<file path="config.mk">
export PLATFORM = sky130hd
export DESIGN_NAME = nec_ir_receiver
export DESIGN_NICKNAME = d
export VERILOG_FILES = /design/src/rtl/nec_ir_receiver.sv
export SDC_FILE = /design/constraint.sdc
export NUM_CORES = 1
export LEC_CHECK = 0
export ABC_CLOCK_PERIOD_IN_PS = 3400
export BUFFER_PORTS_ARGS = -buffer_cell sky130_fd_sc_hd__buf_2
export CORE_ASPECT_RATIO = 0.75
export CORE_MARGIN = 2
export CORE_UTILIZATION = 40
export DETAILED_ROUTE_END_ITERATION = 8
export MAX_ROUTING_LAYER = met4
export SLEW_MARGIN = 10
export SYNTH_ARGS = -nofsm -noshare
export SYNTH_HDL_FRONTEND = slang
export SYNTH_SLANG_ARGS = --single-unit
</file>
<file path="constraint.sdc">
create_clock -name CLK -period 3.4 [get_ports CLK]
set_input_delay 0 -clock CLK [delete_from_list [all_inputs] [get_ports CLK]]
set_output_delay 0 -clock CLK [all_outputs]
set_load 0.005 [all_outputs]
</file>
<file path="src/rtl/nec_ir_receiver.sv">
// NEC infrared frame decoder: measures pulse widths of the demodulated, active-low receiver
// output in microsecond ticks and assembles 32-bit frames with checksum validation.
module nec_ir_receiver #(
  parameter int unsigned TICK_DIV        = 50,
  parameter int unsigned LEAD_LOW_MIN    = 8000,
  parameter int unsigned LEAD_LOW_MAX    = 10000,
  parameter int unsigned LEAD_HIGH_MIN   = 4000,
  parameter int unsigned REPEAT_HIGH_MIN = 1800,
  parameter int unsigned BIT_LOW_MAX     = 1000,
  parameter int unsigned BIT_ONE_MIN     = 1200,
  parameter int unsigned BIT_HIGH_MAX    = 2500,
  parameter int unsigned TIMEOUT         = 20000
) (
  input  logic        CLK,
  input  logic        Reset,
  input  logic        Signal,
  output logic [31:0] Data,
  output logic        Valid,
  output logic        Repeat,
  output logic        Err
);

  localparam int unsigned PrescW = (TICK_DIV > 1) ? $clog2(TICK_DIV) : 1;

  localparam logic [PrescW-1:0] PrescLast     = PrescW'(TICK_DIV - 1);
  localparam logic [15:0]       LeadLowMin    = 16'(LEAD_LOW_MIN);
  localparam logic [15:0]       LeadLowMax    = 16'(LEAD_LOW_MAX);
  localparam logic [15:0]       LeadHighMin   = 16'(LEAD_HIGH_MIN);
  localparam logic [15:0]       RepeatHighMin = 16'(REPEAT_HIGH_MIN);
  localparam logic [15:0]       BitLowMax     = 16'(BIT_LOW_MAX);
  localparam logic [15:0]       BitOneMin     = 16'(BIT_ONE_MIN);
  localparam logic [15:0]       BitHighMax    = 16'(BIT_HIGH_MAX);
  localparam logic [15:0]       TimeoutLimit  = 16'(TIMEOUT);

  typedef enum logic [2:0] {
    StIdle,
    StLeadLow,
    StLeadHigh,
    StBitLow,
    StBitHigh
  } state_e;

  state_e state_q, state_d;

  logic s1_q, s2_q, s3_q;
  logic fall, rise;

  logic [PrescW-1:0] presc_q;
  logic [15:0]       dur_q;
  logic              tick;
  logic              clr;

  logic [31:0] sr_q, sr_d;
  logic [5:0]  cnt_q, cnt_d;
  logic [31:0] data_q, data_d;
  logic        valid_d, repeat_d, err_d;
  logic        bit_val;
  logic [31:0] cand;

  // Synchronizer plus history; idle level is high so reset preloads ones.
  always_ff @(posedge CLK) begin
    if (Reset) begin
      s1_q <= 1'b1;
      s2_q <= 1'b1;
      s3_q <= 1'b1;
    end else begin
      s1_q <= Signal;
      s2_q <= s1_q;
      s3_q <= s2_q;
    end
  end

  assign fall = s3_q & ~s2_q;
  assign rise = ~s3_q & s2_q;

  assign tick = (presc_q == PrescLast);

  always_ff @(posedge CLK) begin
    if (Reset || clr) begin
      presc_q <= '0;
      dur_q   <= '0;
    end else begin
      presc_q <= tick ? '0 : presc_q + 1'b1;
      if (tick && dur_q != 16'hFFFF) begin
        dur_q <= dur_q + 16'd1;
      end
    end
  end

  assign bit_val = (dur_q >= BitOneMin);
  assign cand    = {bit_val, sr_q[31:1]};

  always_comb begin
    state_d  = state_q;
    sr_d     = sr_q;
    cnt_d    = cnt_q;
    data_d   = data_q;
    valid_d  = 1'b0;
    repeat_d = 1'b0;
    err_d    = 1'b0;
    clr      = 1'b0;

    unique case (state_q)
      StIdle: begin
        if (fall) begin
          clr     = 1'b1;
          state_d = StLeadLow;
        end
      end
      StLeadLow: begin
        if (rise) begin
          clr = 1'b1;
          if (dur_q >= LeadLowMin && dur_q <= LeadLowMax) begin
            state_d = StLeadHigh;
          end else begin
            err_d   = 1'b1;
            state_d = StIdle;
          end
        end else if (dur_q > LeadLowMax) begin
          err_d   = 1'b1;
          state_d = StIdle;
        end
      end
      StLeadHigh: begin
        if (fall) begin
          clr = 1'b1;
          if (dur_q >= LeadHighMin) begin
            cnt_d   = '0;
            state_d = StBitLow;
          end else if (dur_q >= RepeatHighMin) begin
            repeat_d = 1'b1;
            state_d  = StIdle;
          end else begin
            err_d   = 1'b1;
            state_d = StIdle;
          end
        end
      end
      StBitLow: begin
        if (rise) begin
          clr = 1'b1;
          if (dur_q <= BitLowMax) begin
            state_d = StBitHigh;
          end else begin
            err_d   = 1'b1;
            state_d = StIdle;
          end
        end
      end
      StBitHigh: begin
        if (fall) begin
          clr   = 1'b1;
          sr_d  = cand;
          cnt_d = cnt_q + 6'd1;
          if (cnt_q == 6'd31) begin
            // Only the command byte pair is checked; address may be extended.
            if (cand[31:24] == ~cand[23:16]) begin
              data_d  = cand;
              valid_d = 1'b1;
            end else begin
              err_d = 1'b1;
            end
            state_d = StIdle;
          end else begin
            state_d = StBitLow;
          end
        end else if (dur_q > BitHighMax) begin
          err_d   = 1'b1;
          state_d = StIdle;
        end
      end
      default: begin
        state_d = StIdle;
      end
    endcase

    // A qualifying edge in the same cycle takes precedence over the timeout.
    if (state_q != StIdle && !clr && dur_q > TimeoutLimit) begin
      err_d   = 1'b1;
      state_d = StIdle;
    end
  end

  always_ff @(posedge CLK) begin
    if (Reset) begin
      state_q <= StIdle;
      sr_q    <= '0;
      cnt_q   <= '0;
      data_q  <= '0;
      Valid   <= 1'b0;
      Repeat  <= 1'b0;
      Err     <= 1'b0;
    end else begin
      state_q <= state_d;
      sr_q    <= sr_d;
      cnt_q   <= cnt_d;
      data_q  <= data_d;
      Valid   <= valid_d;
      Repeat  <= repeat_d;
      Err     <= err_d;
    end
  end

  assign Data = data_q;

endmodule
</file>
==> run_results.csv, run 1 <==
group,metric,value,unit
outcome,outcome,"finished clean",
grt,grt_overflow,0,
logic_synthesis,synth.largest_area_cell,"sky130_fd_sc_hd__dfxtp_1",
clock_network,cts_buffers,9,
clock_network,cts.root.buffer_cell,"sky130_fd_sc_hd__clkbuf_16",
clock_network,tritoncts_num_sinks,100,
timing,post-route-min-period,2280,ps
grt,maximum_number_of_pins_on_one_net_before_global_route_repair,49,
timing,rsz0062_at_grt,"no",
timing,slew_viol_final,0,
layout,area_growth_syn_to_layout,12.2,%
floorplanning,pin_count,38,
logic_synthesis,synth_nets,525,
clock_network,cts.repair_timing.setup_buffer_count,0,
logic_synthesis,synth_sequential_area_ratio,45.0,%
setup_path,worst_ep_required_time,3600,ps
routing,drt_first_pass_iters,4,
timing,max_freq,0.439,GHz
placed_design,routability_cong,0.885,
routing,routed_via_count_divided_by_cell_count,5.20,
logic_synthesis,post_synth_fa_ha_maj_area_fraction,1.63,%
logic_synthesis,synth_cell_type_count,59,
timing,slew_headroom,39.5,%
timing,finalHoldWorstSlack,278,ps
layout,fin_nets,545,
layout,diodes,0,
logic_synthesis,synth_simple_gate_area_share,25.6,%
logic_synthesis,synthTopCellsByCount,"sky130_fd_sc_hd__dfxtp_1, sky130_fd_sc_hd__nand2_1, sky130_fd_sc_hd__nor2_1",
logic_synthesis,syn_avg_cell_area,8.61,µm²
setup_path,worstPathBufferInverterCount,2,
clock_network,post_cts_hold_buffer_count,1,
logic_synthesis,synth_edf_count,0,
setup_path,critical_path_peak_fanout,34,
logic_synthesis,yosys_warnings,0,
floorplanning,total_number_of_placement_rows,33,
layout,fin_area,5000,µm²
logic_synthesis,synth.cell_area,4450,µm²
clock_network,clock_path_buffers,2,
power_and_ir_drop,max_vdd_drop,0.000264,V
power_and_ir_drop,p_total,2290,µW
timing,tightest_slew,907,ps
setup_path,crit_start,"state_q[2]$_SDFFE_PP0P_",
logic_synthesis,synthMuxAreaShare,7.45,%
setup_path,cpPeakStageDelay,460,ps
hold_path,worst_min_delay_path_class,"in -> reg",
setup_path,critical_path_class,"reg -> reg",
timing,setup_viol,0,
setup_path,regToRegStartpoint,"state_q[2]$_SDFFE_PP0P_",
grt,grtUsageTotal,16.9,%
clock_network,cts_tree,"built",
routing,detail_route.wirelength,9570,µm
timing,final.period_utilization,67.0,%
timing,timing.final.ws_setup,1120,ps
setup_path,worst-endpoint-arrival,2480,ps
placed_design,worst_slack_placed,1140,ps
routing,post_drt_wl_per_cell,14.0,µm
placed_design,detailed_place_hpwl,6590,µm
floorplanning,die_area,12000,µm²
logic_synthesis,synth_ff_type,"sky130_fd_sc_hd__dfxtp_1",
setup_path,crit_chain,"nor3b_1 > nand2_1 > buf_4 > nor2_2 > nand4b_2 > buf_4 > mux2i_1 > nor2_1",
routing,drc,0,
clock_network,clk_pin_slew,70,ps
timing,timing_hold_violations_final,0,
clock_network,htree_levels,3,
clock_network,cts_resized,0,
timing,finClkSkew,10.2,ps
setup_path,cpMostUsedCell,"sky130_fd_sc_hd__buf_4",
flow_run,maxCapViolations,0,
logic_synthesis,synth_compound_area_share,10.3,%
layout,fillerInstances,1084,
grt,first_global_vias,3057,
routing,drtIter0Drc,227,
logic_synthesis,synth_largest_type_area_fraction,45.0,%
logic_synthesis,asyncSetResetFlopFracSynth,0,%
logic_synthesis,most_area_consuming_cells_after_synthesis,"sky130_fd_sc_hd__dfxtp_1, sky130_fd_sc_hd__mux2i_1, sky130_fd_sc_hd__nand2_1, sky130_fd_sc_hd__nor2_1, sky130_fd_sc_hd__a21oi_1",
floorplanning,die_width,126,µm
setup_path,timing.critical_path.slowest_stage_cell,"sky130_fd_sc_hd__dfxtp_1",
setup_path,start_kind,"register",
placed_design,place.port_buffers,37,
setup_path,cp-end-kind,"register",
power_and_ir_drop,leakagePower,0.00208,µW
routing,drtAntennaViolNets,0,
clock_network,insertion_delay,340,ps
logic_synthesis,post_syn_instances,517,
layout,final_layout_size_suffix_gt1_share,13.3,%
logic_synthesis,synth_xor_xnor_area_share,5.70,%
logic_synthesis,synth-seq-cells,100,
routing,num_vias,3543,
floorplanning,initial_utilization,40.9,%
setup_path,cp_top_family,"simple AND/OR/NAND/NOR gates",
placed_design,place_area,4690,µm²
power_and_ir_drop,pwr_cell_area,458,nW/µm²
hold_path,worst_hold_startpoint,"Reset",
grt,grt_first_pass_wirelength,15800,µm
logic_synthesis,synth_top_family_by_area,"simple AND/OR/NAND/NOR gates",
floorplanning,floorplan.die.height,95.4,µm
timing,setup-tns-final,0,ps
logic_synthesis,yosysMostFrequentCell,"sky130_fd_sc_hd__dfxtp_1",
floorplanning,design.core.area,10900,µm²
grt,antenna_found_initial,0,
-- cells in the final DEF, fill, tap and decap left out, types with 4 or more instances in the layout --
master | Yosys | routed
sky130_fd_sc_hd__dfxtp_1 | 100 | 100
sky130_fd_sc_hd__nand2_1 | 78 | 78
sky130_fd_sc_hd__nor2_1 | 72 | 71
sky130_fd_sc_hd__a21oi_1 | 41 | 41
sky130_fd_sc_hd__buf_2 | 10 | 37
sky130_fd_sc_hd__mux2i_1 | 32 | 32
sky130_fd_sc_hd__xnor2_1 | 16 | 16
sky130_fd_sc_hd__xor2_1 | 13 | 13
sky130_fd_sc_hd__nand3_1 | 12 | 12
sky130_fd_sc_hd__nand4_1 | 11 | 11
sky130_fd_sc_hd__nor3_1 | 9 | 9
sky130_fd_sc_hd__clkbuf_16 | 0 | 9
sky130_fd_sc_hd__inv_1 | 7 | 7
sky130_fd_sc_hd__nor2b_1 | 7 | 7
sky130_fd_sc_hd__nor4_1 | 6 | 6
sky130_fd_sc_hd__nand2b_1 | 5 | 5
sky130_fd_sc_hd__o21ai_0 | 5 | 5
sky130_fd_sc_hd__and3_1 | 5 | 5
sky130_fd_sc_hd__ha_1 | 5 | 5
sky130_fd_sc_hd__buf_4 | 5 | 5
sky130_fd_sc_hd__and4_1 | 4 | 4
sky130_fd_sc_hd__or2_2 | 4 | 4
-- worst paths after layout --
check | end | slack (ps) | depth (start not counted)
setup / recovery | Data[18]$_SDFFE_PP0P_ | 1120 | 8
hold reg to reg | s2_q$_SDFF_PP1_ | 430 | 1
setup reg to reg | Data[18]$_SDFFE_PP0P_ | 1120 | 8
hold / removal | Data[27]$_SDFFE_PP0P_ | 280 | 2
-- metal layers --
layer | wire [µm] | up-vias | global-route usage, % | share of wire (%)
met5 | 0 | - | - | 0
met4 | 63 | 0 | 5.49 | 0.66
met3 | 363 | 4 | 3.59 | 3.8
met2 | 3890 | 72 | 22.8 | 41
met1 | 5250 | 1652 | 24.8 | 55
li1 | - | 1815 | - | -
-- final cells by class --
class	count	area [µm²]	area share, %
tap	140	175	3.51
clock buffer	11	233	4.66
clock inverter	5	67.6	1.35
sequential	100	2000	40.1
multi-input combinational	376	2260	45.2
timing repair buffer	43	233	4.66
inverter	7	26.3	0.526
-- report_power, final --
part           switching [µW]  total (µW)  internal, µW
Combinational            42.0        65.2          23.2
Clock                     453        1040           583
Sequential               9.55        1190          1180
-- sequential cells by signal, indices dropped and copies added (netlist names) --
name and cells:
sr_q 31, dur_q 16, Err 1, state_q 3
Data 32, Valid 1, cnt_q 6, presc_q 6
Repeat 1, s3_q 1, s2_q 1, s1_q 1
-- cell families after synthesis --
logic type	after synthesis
xor gates and xnor gates	29
buffers and inverters	41
adders and majority gates	6
DFF	100
AOI/OAI and AO/OA	73
muxes	33
and+or+nand+nor	235
-- metrics by stage --
| step | std cells | util (%) |
|---|---|---|
| 2_1_floorplan | 517 | - |
| 3_3_place_gp | 665 | 43.0 |
| 3_5_place_dp | 665 | 43.0 |
| 4_1_cts | 682 | 45.8 |
| 5_1_grt | 682 | 45.8 |
| 6_report | 682 | 45.8 |
Power figures use the tool's default switching activity.
==> run 2: changes to the inputs <==
--- a/config.mk
+++ b/config.mk
@@ -5,7 +5,7 @@
 export SDC_FILE = /design/constraint.sdc
 export NUM_CORES = 1
 export LEC_CHECK = 0
-export ABC_CLOCK_PERIOD_IN_PS = 3400
+export ABC_CLOCK_PERIOD_IN_PS = 2200
 export BUFFER_PORTS_ARGS = -buffer_cell sky130_fd_sc_hd__buf_2
 export CORE_ASPECT_RATIO = 0.75
 export CORE_MARGIN = 2
==> constraint.sdc (replaced) <==
create_clock -name CLK -period 2.2 [get_ports CLK]
set_input_delay 0 -clock CLK [delete_from_list [all_inputs] [get_ports CLK]]
set_output_delay 0 -clock CLK [all_outputs]
set_load 0.005 [all_outputs]
==> run_results.csv, run 2 (synthesized netlist as in run 1, its figures left out) <==
group,metric,value,unit
outcome,outcome,"finished clean",
setup_path,cpPeakStageDelay,560,ps
clock_network,htree_levels,3,
timing,slew_headroom,58.9,%
power_and_ir_drop,leakagePower,0.00215,µW
setup_path,worstPathBufferInverterCount,0,
routing,routed_via_count_divided_by_cell_count,5.14,
setup_path,start_kind,"register",
grt,first_global_vias,3169,
timing,setup-tns-final,0,ps
grt,antenna_found_initial,0,
timing,slew_viol_final,0,
layout,mostFrequentLayoutCell,"sky130_fd_sc_hd__dfxtp_1",
routing,drt_first_pass_iters,5,
hold_path,worst_min_delay_path_class,"in -> reg",
timing,final.period_utilization,93.2,%
setup_path,timing.critical_path.slowest_stage_cell,"sky130_fd_sc_hd__or4_1",
routing,drtIter0Drc,250,
grt,grtUsageTotal,17.0,%
power_and_ir_drop,pwr_cell_area,692,nW/µm²
placed_design,detailed_place_hpwl,6650,µm
floorplanning,total_number_of_placement_rows,33,
timing,tightest_slew,612,ps
power_and_ir_drop,p_sw,782,µW
placed_design,worst_slack_placed,166,ps
grt,grt_overflow,0,
routing,drc,0,
routing,drtAntennaViolNets,0,
clock_network,clock_path_buffers,2,
setup_path,critical_path_peak_fanout,8,
timing,timing.final.ws_setup,149,ps
grt,grt_first_pass_wirelength,16000,µm
power_and_ir_drop,seq_power_share,52.0,%
floorplanning,initial_utilization,40.9,%
hold_path,whs_path_depth,2,
setup_path,regToRegStartpoint,"dur_q[3]$_SDFFE_PP0P_",
hold_path,worst_hold_startpoint,"Reset",
power_and_ir_drop,p_total,3530,µW
setup_path,cp-end-kind,"register",
clock_network,insertion_delay,350,ps
power_and_ir_drop,max_vdd_drop,0.000369,V
placed_design,place.port_buffers,37,
clock_network,clk_pin_slew,70,ps
timing,post-route-min-period,2050,ps
setup_path,worstReg2RegEnd,"Err$_SDFF_PP0_",
layout,fin_nets,556,
setup_path,rrSetupSlack,150,ps
power_and_ir_drop,power.share.combinational,3.0,%
layout,final_layout_size_suffix_gt1_share,15.6,%
timing,setup_viol,0,
clock_network,cts.root.buffer_cell,"sky130_fd_sc_hd__clkbuf_16",
floorplanning,die_area,12000,µm²
setup_path,worst_ep_required_time,2420,ps
clock_network,tritoncts_num_sinks,100,
hold_path,worstHoldEndpoint,"Data[13]$_SDFFE_PP0P_",
layout,largest_register_ffs,32,
power_and_ir_drop,p_int,2750,µW
power_and_ir_drop,power_frac_clock,45.1,%
grt,maximum_number_of_pins_on_one_net_before_global_route_repair,62,
layout,layout_common_cells,"sky130_fd_sc_hd__dfxtp_1, sky130_fd_sc_hd__nand2_1, sky130_fd_sc_hd__nor2_1",
routing,num_vias,3561,
timing,rsz0062_at_grt,"no",
flow_run,maxCapViolations,0,
routing,detail_route.wirelength,9630,µm
setup_path,critical_path_class,"reg -> reg",
timing,finalHoldWorstSlack,11.4,ps
layout,area_growth_syn_to_layout,14.7,%
setup_path,worst-r2r-cell-count,6,
setup_path,worst-endpoint-arrival,2270,ps
floorplanning,design.core.area,10900,µm²
clock_network,cts_buffers,9,
clock_network,cts_tree,"built",
setup_path,crit_chain,"or4_1 > o311ai_2 > nand2_1 > nand3_1 > and4bb_2 > o221ai_1",
placed_design,routability_cong,0.915,
routing,post_drt_wl_per_cell,13.9,µm
layout,diodes,0,
timing,finClkSkew,12.9,ps
timing,timing_hold_violations_final,0,
floorplanning,pin_count,38,
setup_path,cp_top_family,"simple AND/OR/NAND/NOR gates",
floorplanning,die_width,126,µm
timing,max_freq,0.488,GHz
power_and_ir_drop,sw_frac_of_total,22.2,%
floorplanning,floorplan.die.height,95.4,µm
[run 2: cell count changes in the layout (fill, tap and decap cells not counted)]
cell / previous run / this run
sky130_fd_sc_hd__clkbuf_1: 2 / 0
sky130_fd_sc_hd__inv_6: 2 / 3
sky130_fd_sc_hd__clkinv_2: 0 / 3
sky130_fd_sc_hd__nor3b_2: 0 / 1
sky130_fd_sc_hd__buf_12: 0 / 2
sky130_fd_sc_hd__buf_4: 5 / 14
sky130_fd_sc_hd__inv_8: 1 / 0
sky130_fd_sc_hd__clkinv_4: 1 / 0
sky130_fd_sc_hd__nor3b_1: 3 / 2
[run 2: what timing repair did]
item                                    4_1_cts  5_1_grt
gates resized for setup                       0        1
hold endpoints to repair                      1        0
endpoints found under the setup margin        0        1
setup buffers                                 0        0
hold buffers                                  1        0
[run 2: worst max path at each step]
stage	startpoint	end	cells past startpoint
CTS	dur_q[0]$_SDFFE_PP0P_	state_q[0]$_SDFFE_PP0P_	7
global route	dur_q[3]$_SDFFE_PP0P_	Err$_SDFF_PP0_	6
finish	dur_q[3]$_SDFFE_PP0P_	Err$_SDFF_PP0_	6
global placement	dur_q[3]$_SDFFE_PP0P_	Err$_SDFF_PP0_	6
floorplan	dur_q[4]$_SDFFE_PP0P_	Err$_SDFF_PP0_	7
detailed placement	dur_q[3]$_SDFFE_PP0P_	Err$_SDFF_PP0_	6
[run 2: final cells by class]
type,count,area (µm²)
Clock buffer,9,225
Clock inverter,7,71.3
Tap cell,140,175
Fill cell,1103,5790
Inverter,7,26.3
Sequential cell,100,2000
Multi-Input combinational cell,376,2270
Timing Repair Buffer,54,340
[run 2: routing by layer]
layer  GRT usage, %  up-vias  routed length, µm
met2           22.8       75               3940
met3           4.26        4                424
met1           24.7     1647               5210
met4           5.68        0                 51
met5              -        -                  0
li1               -     1835                  -
[run 2: worst reg2reg max path: cells and delay by family (launching register included)]
kind               cells  cell delay [ps]
AOI/OAI and AO/OA      2              510
DFF                    1              400
and+or+nand+nor        4             1020
[run 2: through the flow]
step	utilization [%]	std cells	cell area, µm²
3_3_place_gp	44.0	676	4790
2_1_floorplan	-	517	4450
5_1_grt	46.8	693	5110
6_report	46.8	693	5110
3_5_place_dp	44.0	676	4790
4_1_cts	46.8	693	5100
[run 2: power by group through the flow]
| stage | Clock, µW | Sequential, µW | Combinational, µW |
|---|---|---|---|
| after floorplan | 0 | 1870 | 82.3 |
| after global placement | 0 | 1880 | 105 |
| after detailed placement | 0 | 1880 | 105 |
| after CTS | 1640 | 1830 | 107 |
| after global routing | 1710 | 1840 | 117 |
| final | 1590 | 1830 | 106 |
